==> src/rtl/seqdet_pkg.sv <==
`default_nettype none
// ============================================================================
//  Module      : seqdet_pkg
//  Description : Shared types and defaults for the BRAM scan sequencer and its
//                pattern-match window. Holds the scan FSM state encoding, the
//                default pattern and the match-counter sizing that suits a
//                4-digit decimal display.
//  Revision    : 1.0 - initial release
// ============================================================================
package seqdet_pkg;

    typedef enum logic [2:0] {
        ST_IDLE   = 3'd0,
        ST_FETCH  = 3'd1,
        ST_WAIT   = 3'd2,
        ST_SAMPLE = 3'd3,
        ST_DONE   = 3'd4
    } scan_state_t;

    localparam int         SEQ_PAT_LEN = 4;
    localparam logic [3:0] SEQ_PATTERN = 4'b1011;
    localparam int         SEQ_CNT_W   = 14;
    // Largest value a 4-digit decimal display can show.
    localparam int         SEQ_CNT_MAX = 9999;

endpackage : seqdet_pkg
`default_nettype wire

==> src/rtl/seq_match_window.sv <==
`default_nettype none
// ============================================================================
//  Module      : seq_match_window
//  Description : Overlapping serial pattern matcher. Keeps the last PAT_LEN-1
//                bits and a saturating fill count; hit is asserted while shift
//                is high and the incoming bit completes PATTERN (MSB = oldest).
//  Ports       : clk      - clock
//                reset_n  - asynchronous active-low reset
//                clr      - synchronous clear of window and fill count
//                shift    - accept bit_in this cycle
//                bit_in   - serial data bit
//                hit      - combinational match strobe for the current shift
//  Revision    : 1.0 - initial release
// ============================================================================
module seq_match_window
    import seqdet_pkg::*;
#(
    parameter int                 PAT_LEN = SEQ_PAT_LEN,
    parameter logic [PAT_LEN-1:0] PATTERN = SEQ_PATTERN
) (
    input  logic clk,
    input  logic reset_n,
    input  logic clr,
    input  logic shift,
    input  logic bit_in,
    output logic hit
);

    localparam int                  c_FILL_W    = $clog2(PAT_LEN + 1);
    localparam logic [c_FILL_W-1:0] c_FILL_FULL = c_FILL_W'(PAT_LEN);
    localparam logic [c_FILL_W-1:0] c_FILL_ARM  = c_FILL_W'(PAT_LEN - 1);
    localparam logic [c_FILL_W-1:0] c_FILL_ONE  = c_FILL_W'(1);

    // Only PAT_LEN-1 history bits are stored; the newest bit is the live input.
    logic [PAT_LEN-2:0]  r_win;
    logic [c_FILL_W-1:0] r_fill;
    logic [PAT_LEN-1:0]  w_cand;

    assign w_cand = {r_win, bit_in};
    assign hit    = shift && (r_fill >= c_FILL_ARM) && (w_cand == PATTERN);

    always_ff @(posedge clk or negedge reset_n) begin
        if (!reset_n) begin
            r_win  <= '0;
            r_fill <= '0;
        end else if (clr) begin
            r_win  <= '0;
            r_fill <= '0;
        end else if (shift) begin
            // Window is never flushed on a hit, so matches may overlap.
            r_win <= w_cand[PAT_LEN-2:0];
            if (r_fill != c_FILL_FULL) begin
                r_fill <= r_fill + c_FILL_ONE;
            end
        end
    end

endmodule : seq_match_window
`default_nettype wire

==> src/rtl/bram_scan_sequencer.sv <==
`default_nettype none
// ============================================================================
//  Module      : bram_scan_sequencer
//  Description : Walks a block RAM one bit at a time from a captured base
//                address, waits out the read latency, and feeds each bit to an
//                overlapping pattern matcher. Counts matches with saturation.
//  Ports       : clock_100Mhz, reset_n (async, active-low)
//                start, base_addr, length  - scan request (sampled in IDLE)
//                step_en                   - per-bit advance permission
//                mem_en, mem_addr, mem_dout - BRAM read port
//                busy, done                - scan handshake
//                match_count, match_pulse, overflow - match results
//  Revision    : 1.0 - initial release
// ============================================================================
module bram_scan_sequencer
    import seqdet_pkg::*;
#(
    parameter int                 ADDR_W  = 4,
    parameter int                 MEM_LAT = 1,
    parameter int                 PAT_LEN = SEQ_PAT_LEN,
    parameter logic [PAT_LEN-1:0] PATTERN = SEQ_PATTERN,
    parameter int                 CNT_W   = SEQ_CNT_W,
    parameter int                 CNT_MAX = SEQ_CNT_MAX
) (
    input  logic              clock_100Mhz,
    input  logic              reset_n,
    input  logic              start,
    input  logic              step_en,
    input  logic [ADDR_W-1:0] base_addr,
    input  logic [ADDR_W:0]   length,
    output logic              mem_en,
    output logic [ADDR_W-1:0] mem_addr,
    input  logic              mem_dout,
    output logic              busy,
    output logic              done,
    output logic [CNT_W-1:0]  match_count,
    output logic              match_pulse,
    output logic              overflow
);

    localparam int                 c_LAT_W     = (MEM_LAT > 2) ? $clog2(MEM_LAT - 1) : 1;
    localparam logic [c_LAT_W-1:0] c_WAIT_LAST = c_LAT_W'((MEM_LAT > 1) ? MEM_LAT - 2 : 0);
    localparam logic [c_LAT_W-1:0] c_WAIT_ONE  = c_LAT_W'(1);
    localparam logic [CNT_W-1:0]   c_CNT_MAX   = CNT_W'(CNT_MAX);
    localparam logic [CNT_W-1:0]   c_CNT_ONE   = CNT_W'(1);
    localparam logic [ADDR_W:0]    c_IDX_ONE   = (ADDR_W + 1)'(1);
    localparam logic [ADDR_W-1:0]  c_PTR_ONE   = ADDR_W'(1);

    scan_state_t         r_state;
    scan_state_t         w_state_next;
    logic [ADDR_W:0]     r_len;
    logic [ADDR_W:0]     r_idx;
    logic [ADDR_W-1:0]   r_ptr;        // base + idx, wraps naturally at DEPTH
    logic [c_LAT_W-1:0]  r_wait;
    logic                r_mem_en;
    logic [ADDR_W-1:0]   r_mem_addr;
    logic                r_busy;
    logic                r_done;
    logic [CNT_W-1:0]    r_count;
    logic                r_pulse;
    logic                r_overflow;

    logic                w_start_any;
    logic                w_accept;
    logic                w_sample;
    logic                w_last;
    logic                w_issue;
    logic                w_hit;
    logic [ADDR_W:0]     w_idx_inc;
    logic [ADDR_W-1:0]   w_fetch_addr;

    assign w_start_any = (r_state == ST_IDLE) && start;
    assign w_accept    = w_start_any && (length != '0);
    assign w_sample    = (r_state == ST_SAMPLE);
    assign w_idx_inc   = r_idx + c_IDX_ONE;
    assign w_last      = (w_idx_inc == r_len);

    // mem_en is a flop: a read issues in the FETCH cycle whose step
    // permission was seen on the edge that entered (or held) FETCH.
    assign w_issue      = (w_state_next == ST_FETCH) && step_en;
    assign w_fetch_addr = w_accept ? base_addr :
                          (w_sample ? r_ptr + c_PTR_ONE : r_ptr);

    always_comb begin
        w_state_next = r_state;
        case (r_state)
            ST_IDLE: begin
                if (start) begin
                    w_state_next = (length == '0) ? ST_DONE : ST_FETCH;
                end
            end
            ST_FETCH: begin
                if (r_mem_en) begin
                    w_state_next = (MEM_LAT > 1) ? ST_WAIT : ST_SAMPLE;
                end
            end
            ST_WAIT: begin
                if (r_wait == c_WAIT_LAST) begin
                    w_state_next = ST_SAMPLE;
                end
            end
            ST_SAMPLE: begin
                w_state_next = w_last ? ST_DONE : ST_FETCH;
            end
            ST_DONE: begin
                w_state_next = ST_IDLE;
            end
            default: begin
                w_state_next = ST_IDLE;
            end
        endcase
    end

    always_ff @(posedge clock_100Mhz or negedge reset_n) begin
        if (!reset_n) begin
            r_state    <= ST_IDLE;
            r_len      <= '0;
            r_idx      <= '0;
            r_ptr      <= '0;
            r_wait     <= '0;
            r_mem_en   <= 1'b0;
            r_mem_addr <= '0;
            r_busy     <= 1'b0;
            r_done     <= 1'b0;
            r_count    <= '0;
            r_pulse    <= 1'b0;
            r_overflow <= 1'b0;
        end else begin
            r_state  <= w_state_next;
            r_busy   <= (w_state_next == ST_FETCH) || (w_state_next == ST_WAIT) ||
                        (w_state_next == ST_SAMPLE);
            r_done   <= (w_state_next == ST_DONE);
            r_mem_en <= w_issue;
            if (w_issue) begin
                r_mem_addr <= w_fetch_addr;
            end

            if (w_accept) begin
                r_len <= length;
                r_idx <= '0;
                r_ptr <= base_addr;
            end else if (w_sample) begin
                r_idx <= w_idx_inc;
                r_ptr <= r_ptr + c_PTR_ONE;
            end

            r_wait <= (r_state == ST_WAIT) ? r_wait + c_WAIT_ONE : '0;

            r_pulse <= w_hit;
            if (w_start_any) begin
                r_count    <= '0;
                r_overflow <= 1'b0;
            end else if (w_hit) begin
                if (r_count < c_CNT_MAX) begin
                    r_count <= r_count + c_CNT_ONE;
                end else begin
                    r_overflow <= 1'b1;
                end
            end
        end
    end

    seq_match_window #(
        .PAT_LEN (PAT_LEN),
        .PATTERN (PATTERN)
    ) u_window (
        .clk     (clock_100Mhz),
        .reset_n (reset_n),
        .clr     (w_start_any),
        .shift   (w_sample),
        .bit_in  (mem_dout),
        .hit     (w_hit)
    );

    assign mem_en      = r_mem_en;
    assign mem_addr    = r_mem_addr;
    assign busy        = r_busy;
    assign done        = r_done;
    assign match_count = r_count;
    assign match_pulse = r_pulse;
    assign overflow    = r_overflow;

endmodule : bram_scan_sequencer
`default_nettype wire

==> config.mk <==
export PLATFORM = sky130hd
export DESIGN_NAME = bram_scan_sequencer
export DESIGN_NICKNAME = d
export VERILOG_FILES = /design/src/rtl/seqdet_pkg.sv /design/src/rtl/seq_match_window.sv /design/src/rtl/bram_scan_sequencer.sv
export SDC_FILE = /design/constraint.sdc
export NUM_CORES = 1
export LEC_CHECK = 0
export ABC_AREA = 1
export BUFFER_PORTS_ARGS = -buffer_cell sky130_fd_sc_hd__buf_2
export CAP_MARGIN = 20
export CORE_AREA = 4 4 110 60
export CTS_BUF_LIST = sky130_fd_sc_hd__clkbuf_8
export CTS_CLUSTER_DIAMETER = 200
export DETAILED_ROUTE_END_ITERATION = 12
export DIE_AREA = 0 0 114 64
export PLACE_DENSITY = 0.68
export SLEW_MARGIN = 20
export SYNTH_ARGS = -nofsm -noshare
export SYNTH_HDL_FRONTEND = slang
export SYNTH_HIERARCHICAL = 1
export SYNTH_SLANG_ARGS = --single-unit
==> constraint.sdc <==
create_clock -name clock_100Mhz -period 2.1 [get_ports clock_100Mhz]
set_input_delay 0.42 -clock clock_100Mhz [delete_from_list [all_inputs] [get_ports clock_100Mhz]]
set_output_delay 0.42 -clock clock_100Mhz [all_outputs]
set_load 0.03 [all_outputs]
* Yosys cells after proc, flatten, opt, wreduce, memory -nomap -nowiden
Index checks and enable logic that the tools add are counted.
** Operators by class
- $lt $le $gt $ge :: 2
- Multiplexer cells :: 22
- Reduce and logical (&&, ||, !) cells :: 18
- Eq/ne operators :: 11
- $add $sub $neg :: 5
** Operator list (number)
- 14-bit 2-to-1 mux :: 3
- 3-bit 2-to-1 mux :: 10
- 14-bit by 1-bit adder with 14-bit output (second input constant) :: 1
- 14-bit < comparator (second input constant) :: 1
- 3-bit by 2-bit == test with 1-bit output (second input constant) :: 4
- 3-bit one-hot mux with 4 select lines :: 1
- 5-bit 2-to-1 mux :: 2
- 2-bit nonzero test :: 5
- 4-bit 2-to-1 mux :: 2
- 3-bit by 1-bit == test with 1-bit output (second input constant) :: 2
- 2-bit AND reduction :: 3
- 5-bit by 1-bit adder with 5-bit output (second input constant) :: 1
- 5-bit == test :: 1
- 1-bit logical AND :: 5
- 5-bit zero test :: 1
- 5-bit nonzero test :: 1
- 4-bit by 1-bit adder with 4-bit output (second input constant) :: 1
- 4-bit == test (second input constant) :: 1
- 1-bit 2-to-1 mux :: 4
- 3-bit by 1-bit adder with 3-bit output (second input constant) :: 1
- 3-bit == test (second input constant) :: 1
- 3-bit by 2-bit greater-or-equal comparator with 1-bit output (second input constant) :: 1
- 3-bit zero test :: 1
- 3-bit != test (second input constant) :: 1
- 3 further kinds :: 4
** Word-level totals
- Output and inout port bits :: 23
- Bits in registers :: 47
- Word-level logic and storage cells :: 72
- Input bits :: 14

* Logic depth before layout (Yosys ltp)
- Word-level depth :: 7
- Mapped depth :: 14

* Cells and area by module
Netlist, hierarchy kept.
** By module, submodules not included
- bram_scan_sequencer :: area an instance 2267.2 µm², cells each 270, instances 1, sequential area each 1026.0 µm²
- seq_match_window :: area an instance 337.8 µm², cells each 43, instances 1, sequential area each 150.1 µm²

* Worst setup path after synthesis
No wires, ideal clock.
- Path type :: flip-flop to flip-flop
- Start point :: register r_count[0], in the netlist match_count[0]
- End point :: register r_count[8], in the netlist match_count[8]
- Path buffers :: 1
- Setup time :: 0.118 ns
- Clock period less this slack :: 1.845 ns
- Data arrival time :: 1.727 ns
- Data required time :: 1.982 ns
- Cell stages (with the launch flop) :: 12
- Path slack :: 0.255 ns
- Cell sequence :: dfrtp_1 ha_1 nand2_2 nor2_2 o21ai_1 nand3_1 nand2_2 nand2_4 nand2_4 buf_6 nand2_1 o21ai_2
** On the way
- Longest elaborated chain between the ends :: 4
- Elaborated cells between the ends (all ways) :: 7
** RTL lines
- start, declared :: RTL line bram_scan_sequencer.sv:59 : logic [CNT_W-1:0] r_count;
- start signal, assigned :: RTL line bram_scan_sequencer.sv:155 : r_count <= r_count + c_CNT_ONE;
- 14-bit by 1-bit adder with 14-bit output :: RTL line bram_scan_sequencer.sv:155
- 14-bit 2-to-1 mux :: RTL line bram_scan_sequencer.sv:154 : if (r_count < c_CNT_MAX) begin
- 14-bit 2-to-1 mux :: RTL line bram_scan_sequencer.sv:153 : end else if (w_hit) begin
- 14-bit 2-to-1 mux :: RTL line bram_scan_sequencer.sv:150 : if (w_start_any) begin
Parallel ways exist; a longest one is shown, timed or not. The select of a mux whose other input is x is not followed.
A chain may end at the register's enable or synchronous reset.

* Final worst setup path
- Start point :: register r_idx[0]
- End point :: register r_mem_addr[2], in the netlist mem_addr[2]
** On the way
- Longest elaborated chain between the ends :: 6
** RTL lines
- start, declared :: RTL line bram_scan_sequencer.sv:52 : logic [ADDR_W:0] r_idx;
- start signal, assigned :: RTL line bram_scan_sequencer.sv:143 : r_idx <= w_idx_inc;
- 5-bit by 1-bit adder with 5-bit output :: RTL line bram_scan_sequencer.sv:75 : assign w_idx_inc = r_idx + c_IDX_ONE;
- 5-bit == test :: RTL line bram_scan_sequencer.sv:76 : assign w_last = (w_idx_inc == r_len);
- 3-bit 2-to-1 mux :: RTL line bram_scan_sequencer.sv:103 : w_state_next = w_last ? ST_DONE : ST_FETCH;
- 3-bit one-hot mux with 4 select lines :: RTL line bram_scan_sequencer.sv:86 : case (r_state)
- named net w_state_next[0] :: RTL line bram_scan_sequencer.sv:50 : scan_state_t w_state_next;
- 3-bit by 1-bit == test with 1-bit output :: RTL line bram_scan_sequencer.sv:80 : assign w_issue = (w_state_next == ST_FETCH) && step_en;
- 1-bit logical AND :: RTL line bram_scan_sequencer.sv:80
- end signal, assigned :: RTL line bram_scan_sequencer.sv:135 : r_mem_addr <= w_fetch_addr;
- end, declared :: RTL line bram_scan_sequencer.sv:56 : logic [ADDR_W-1:0] r_mem_addr;
The timed path passes the listed nets, and every way through them passes these cells.

==> flow_summary.ini <==
[run_status]
outcome = complete, no violations

[flow_run]
drv_cap = 0

[clock_network]
cts_clk_pin_slew_worst_paths_ps = 90
cts-root-to-sink-buffers = 2
cts_tree = done
cts_made_buffers = 5
clockRootBuffer = sky130_fd_sc_hd__clkbuf_8
clock_latency_ps = 290
cts_hold_repair.buffers = 0
htreeDepth = 2
cts-resized-gates = 0
cts.sinks = 47
cts_setup_buffers = 0

[layout]
post_route_cells_drive_above_1_share_pct = 22.5
postLayoutCoreUtil_pct = 51.4
diodes = 0
layout.nets = 374
layout.cells.non_filler = 432
synth_to_layout_area_growth_pct = 13.5

[critical_path]
critPathKind = flop to flop
worstPathBufferInverterCount = 1
cp_max_delay_cell = sky130_fd_sc_hd__dfrtp_1
timing.critical_path.arrival_ps = 2150
critPathMostFrequentCell = sky130_fd_sc_hd__nand2_1
worstPathCellList = ha_1 -> inv_1 -> or2_2 -> nand4_1 -> nor2_1 -> nand2_1 -> nand2_1 -> nand2_4 -> nand3_2 -> nand2_1 -> nand2_1
crit_required_ps = 2290
crit_path_max_fanout = 7
worst_setup_path_end_kind = flop
cp_top_family = simple AND/OR/NAND/NOR gates
cp-start-kind = flop
crit_path_max_incr_delay_ps = 460

[power_and_ir_drop]
powerDensity_nw_per_um2 = 1170
p_leak_nw = 1.51
vdd.ir_drop.worst_uv = 704

[synthesis]
netlist-cell-type-count = 32
yosys-mux-area-fraction_pct = 0.528
synth-compound-area-share_pct = 6.87
synth_edf_count = 0
area_contributors_post_synth = sky130_fd_sc_hd__dfrtp_1 45%, sky130_fd_sc_hd__nand2_1 10%, sky130_fd_sc_hd__nand3_1 6.1%
synthCells = 313
synth_top_cell_by_area = sky130_fd_sc_hd__dfrtp_1
synth_simple_gate_area_share_pct = 32.2
synth_top_family_by_area = simple AND/OR/NAND/NOR gates
synth_seq_area_share_pct = 45.1
netlist_area_um2 = 2600
synth_top_cell_area_share_pct = 45.1
yosysWarnings = 6
post-synth-top-count-cell = sky130_fd_sc_hd__nand2_1
asyncSetResetFlopFracSynth_pct = 100
netlist_top_cells_count = 72 x sky130_fd_sc_hd__nand2_1, 47 x sky130_fd_sc_hd__dfrtp_1, 35 x sky130_fd_sc_hd__inv_1
synth_area_in_xor_xnor_pct = 4.37
primary_ff_master_synth = sky130_fd_sc_hd__dfrtp_1
synth.ff_latch_count = 47
synthesis.nets = 333
postSynthAreaPerCell_um2 = 8.32
synthAdderAreaFrac_pct = 2.88

[sta]
final.hold.worst_slack_ps = 91.7
timing.clock.skew_ps = 6.09
finalMaxSlewViolations = 0
setup_repair_after_global_routing_missed_its_margin = false
period_share_pct = 93.4
final-hold-violation-count = 0
setup_viol = 0
final.setup.tns_ps = 0
relative_slew_slack_pct = 67.3
fmax_ghz = 0.510
timing_worst_slew_pin_value_ps = 487
post_route_minimum_period_ps = 1960

[global_route]
antenna_violations_before_repair = 0
grt_max_degree = 48
globalRouteOverflowTotal = 0
first_global_vias = 2087
grt_first_pass_wirelength_mm = 10.1
track_usage_pct = 17.2

[place]
detailedPlacementHpwl_mm = 4.43
buffers_on_ports = 36
globalplace.congestion = 0.821
placedCellCount = 424

[floorplan]
chipHeight_um = 64
design.portCount = 37
die_width_um = 114
die_area_um2 = 7300
floorplan.rows = 20
coreArea_um2 = 5760
floorplan.initialDensity_pct = 45.3

[detailed_routing]
detailed_routing_iteration_count_for_the_pre_antenna_repair_pass = 5
post_drt_via_cell_ratio = 5.24
remaining_drc_errors = 0
antenna_left = 0
route.detailed.wl_per_inst_um = 13.6
wirelength_mm = 5.89
num_vias = 2262
drt-initial-drc-count = 205

[worst_hold_path]
min_path_type = primary input to async pin
layer usage:
metal | GRT usage (%) | routed length (um) | part of all wire (%)
met5 | 0 | 0 | 0
met4 | 3.26 | 20 | 0.34
met3 | 4.64 | 466 | 7.9
met2 | 23.1 | 2390 | 41
met1 | 27.2 | 3020 | 51
registers in the layout (all words and copies together) (netlist names):
signal / flops
u_window/r_fill: 3
u_window/r_win: 3
r_ptr: 4
match_pulse: 1
overflow: 1
done: 1
match_count: 14
r_len: 5
r_state: 3
r_wait: 1
busy: 1
r_idx: 5
mem_addr: 4
mem_en: 1
kinds of logic (layout without fill, tap and decap cells):
kind of cell / after synthesis / in the layout
fa+ha+maj: 6 / 6
flops: 47 / 47
buf+inv: 46 / 88
simple gates: 170 / 170
compound gates: 30 / 30
xor+xnor: 13 / 13
mux: 1 / 1
power breakdown:
part           total (mW)  leakage [nW]  internal (mW)  switching [mW]
logic                1.49         0.846          0.508           0.986
registers            1.43         0.617           1.18           0.247
clock network       0.537        0.0453          0.229           0.309
total                3.46          1.51           1.91            1.54
stage by stage:
| stage | power (mW) | worst slack, ps | area [um2] |
|---|---|---|---|
| floorplan | 2.54 | 255 | 2610 |
| global placement | 2.90 | 203 | 2870 |
| CTS | 3.46 | 167 | 2960 |
| finish | 3.46 | 138 | 2960 |
| global route | 3.73 | 9.18 | 2960 |
| detailed placement | 2.92 | 183 | 2870 |
worst reg2reg max path, stage by stage, from the launching register on:
cell and delay [ps]:
sky130_fd_sc_hd__dfrtp_1 460, sky130_fd_sc_hd__ha_1 330, sky130_fd_sc_hd__inv_1 60, sky130_fd_sc_hd__or2_2 270
sky130_fd_sc_hd__nand4_1 90, sky130_fd_sc_hd__nor2_1 50, sky130_fd_sc_hd__nand2_1 110, sky130_fd_sc_hd__nand2_1 120
sky130_fd_sc_hd__nand2_4 110, sky130_fd_sc_hd__nand3_2 120, sky130_fd_sc_hd__nand2_1 90, sky130_fd_sc_hd__nand2_1 50
layout make-up:
| class | instances | area (um2) |
|---|---|---|
| Clock buffer | 5 | 68.8 |
| Inverter | 39 | 149 |
| Clock inverter | 3 | 16.3 |
| Tap cell | 77 | 96.3 |
| Timing Repair Buffer | 41 | 230 |
| Multi-Input combinational cell | 220 | 1220 |
| Fill cell | 555 | 2800 |
| Sequential cell | 47 | 1180 |
layout by cell type, fill, tap and decap left out, types with 2 or more instances in the layout:
master and instances:
sky130_fd_sc_hd__nand4_1 19, sky130_fd_sc_hd__nand2_4 4, sky130_fd_sc_hd__o21ai_0 9, sky130_fd_sc_hd__nand2_1 72, sky130_fd_sc_hd__nand2_2 10, sky130_fd_sc_hd__inv_2 3
sky130_fd_sc_hd__o22ai_1 3, sky130_fd_sc_hd__or2_2 3, sky130_fd_sc_hd__a21oi_1 3, sky130_fd_sc_hd__buf_2 36, sky130_fd_sc_hd__xor2_1 13, sky130_fd_sc_hd__buf_4 4
sky130_fd_sc_hd__dfrtp_1 47, sky130_fd_sc_hd__nor2_1 19, sky130_fd_sc_hd__nand3_1 32, sky130_fd_sc_hd__nor3_1 5, sky130_fd_sc_hd__ha_1 6, sky130_fd_sc_hd__o21ai_1 7
sky130_fd_sc_hd__inv_1 36, sky130_fd_sc_hd__o21ai_2 4, sky130_fd_sc_hd__nand3_2 2, sky130_fd_sc_hd__clkbuf_8 5, sky130_fd_sc_hd__nor3_4 2
final timing paths:
| path | end | cells past startpoint | from | slack [ps] |
|---|---|---|---|---|
| min in group clock_100Mhz | r_ptr[2] | 3 | base_addr[2] | 350 |
| hold reg to reg | r_wait | 1 | r_wait | 440 |
| setup reg to reg | mem_addr[2] | 11 | r_idx[0] | 140 |
| hold / removal | u_window/r_win[1] | 2 | reset_n | 90 |
| setup / recovery | mem_addr[2] | 11 | r_idx[0] | 140 |
| max in group asynchronous | mem_addr[0] | 2 | reset_n | 1790 |
Power figures use the tool's default switching activity.
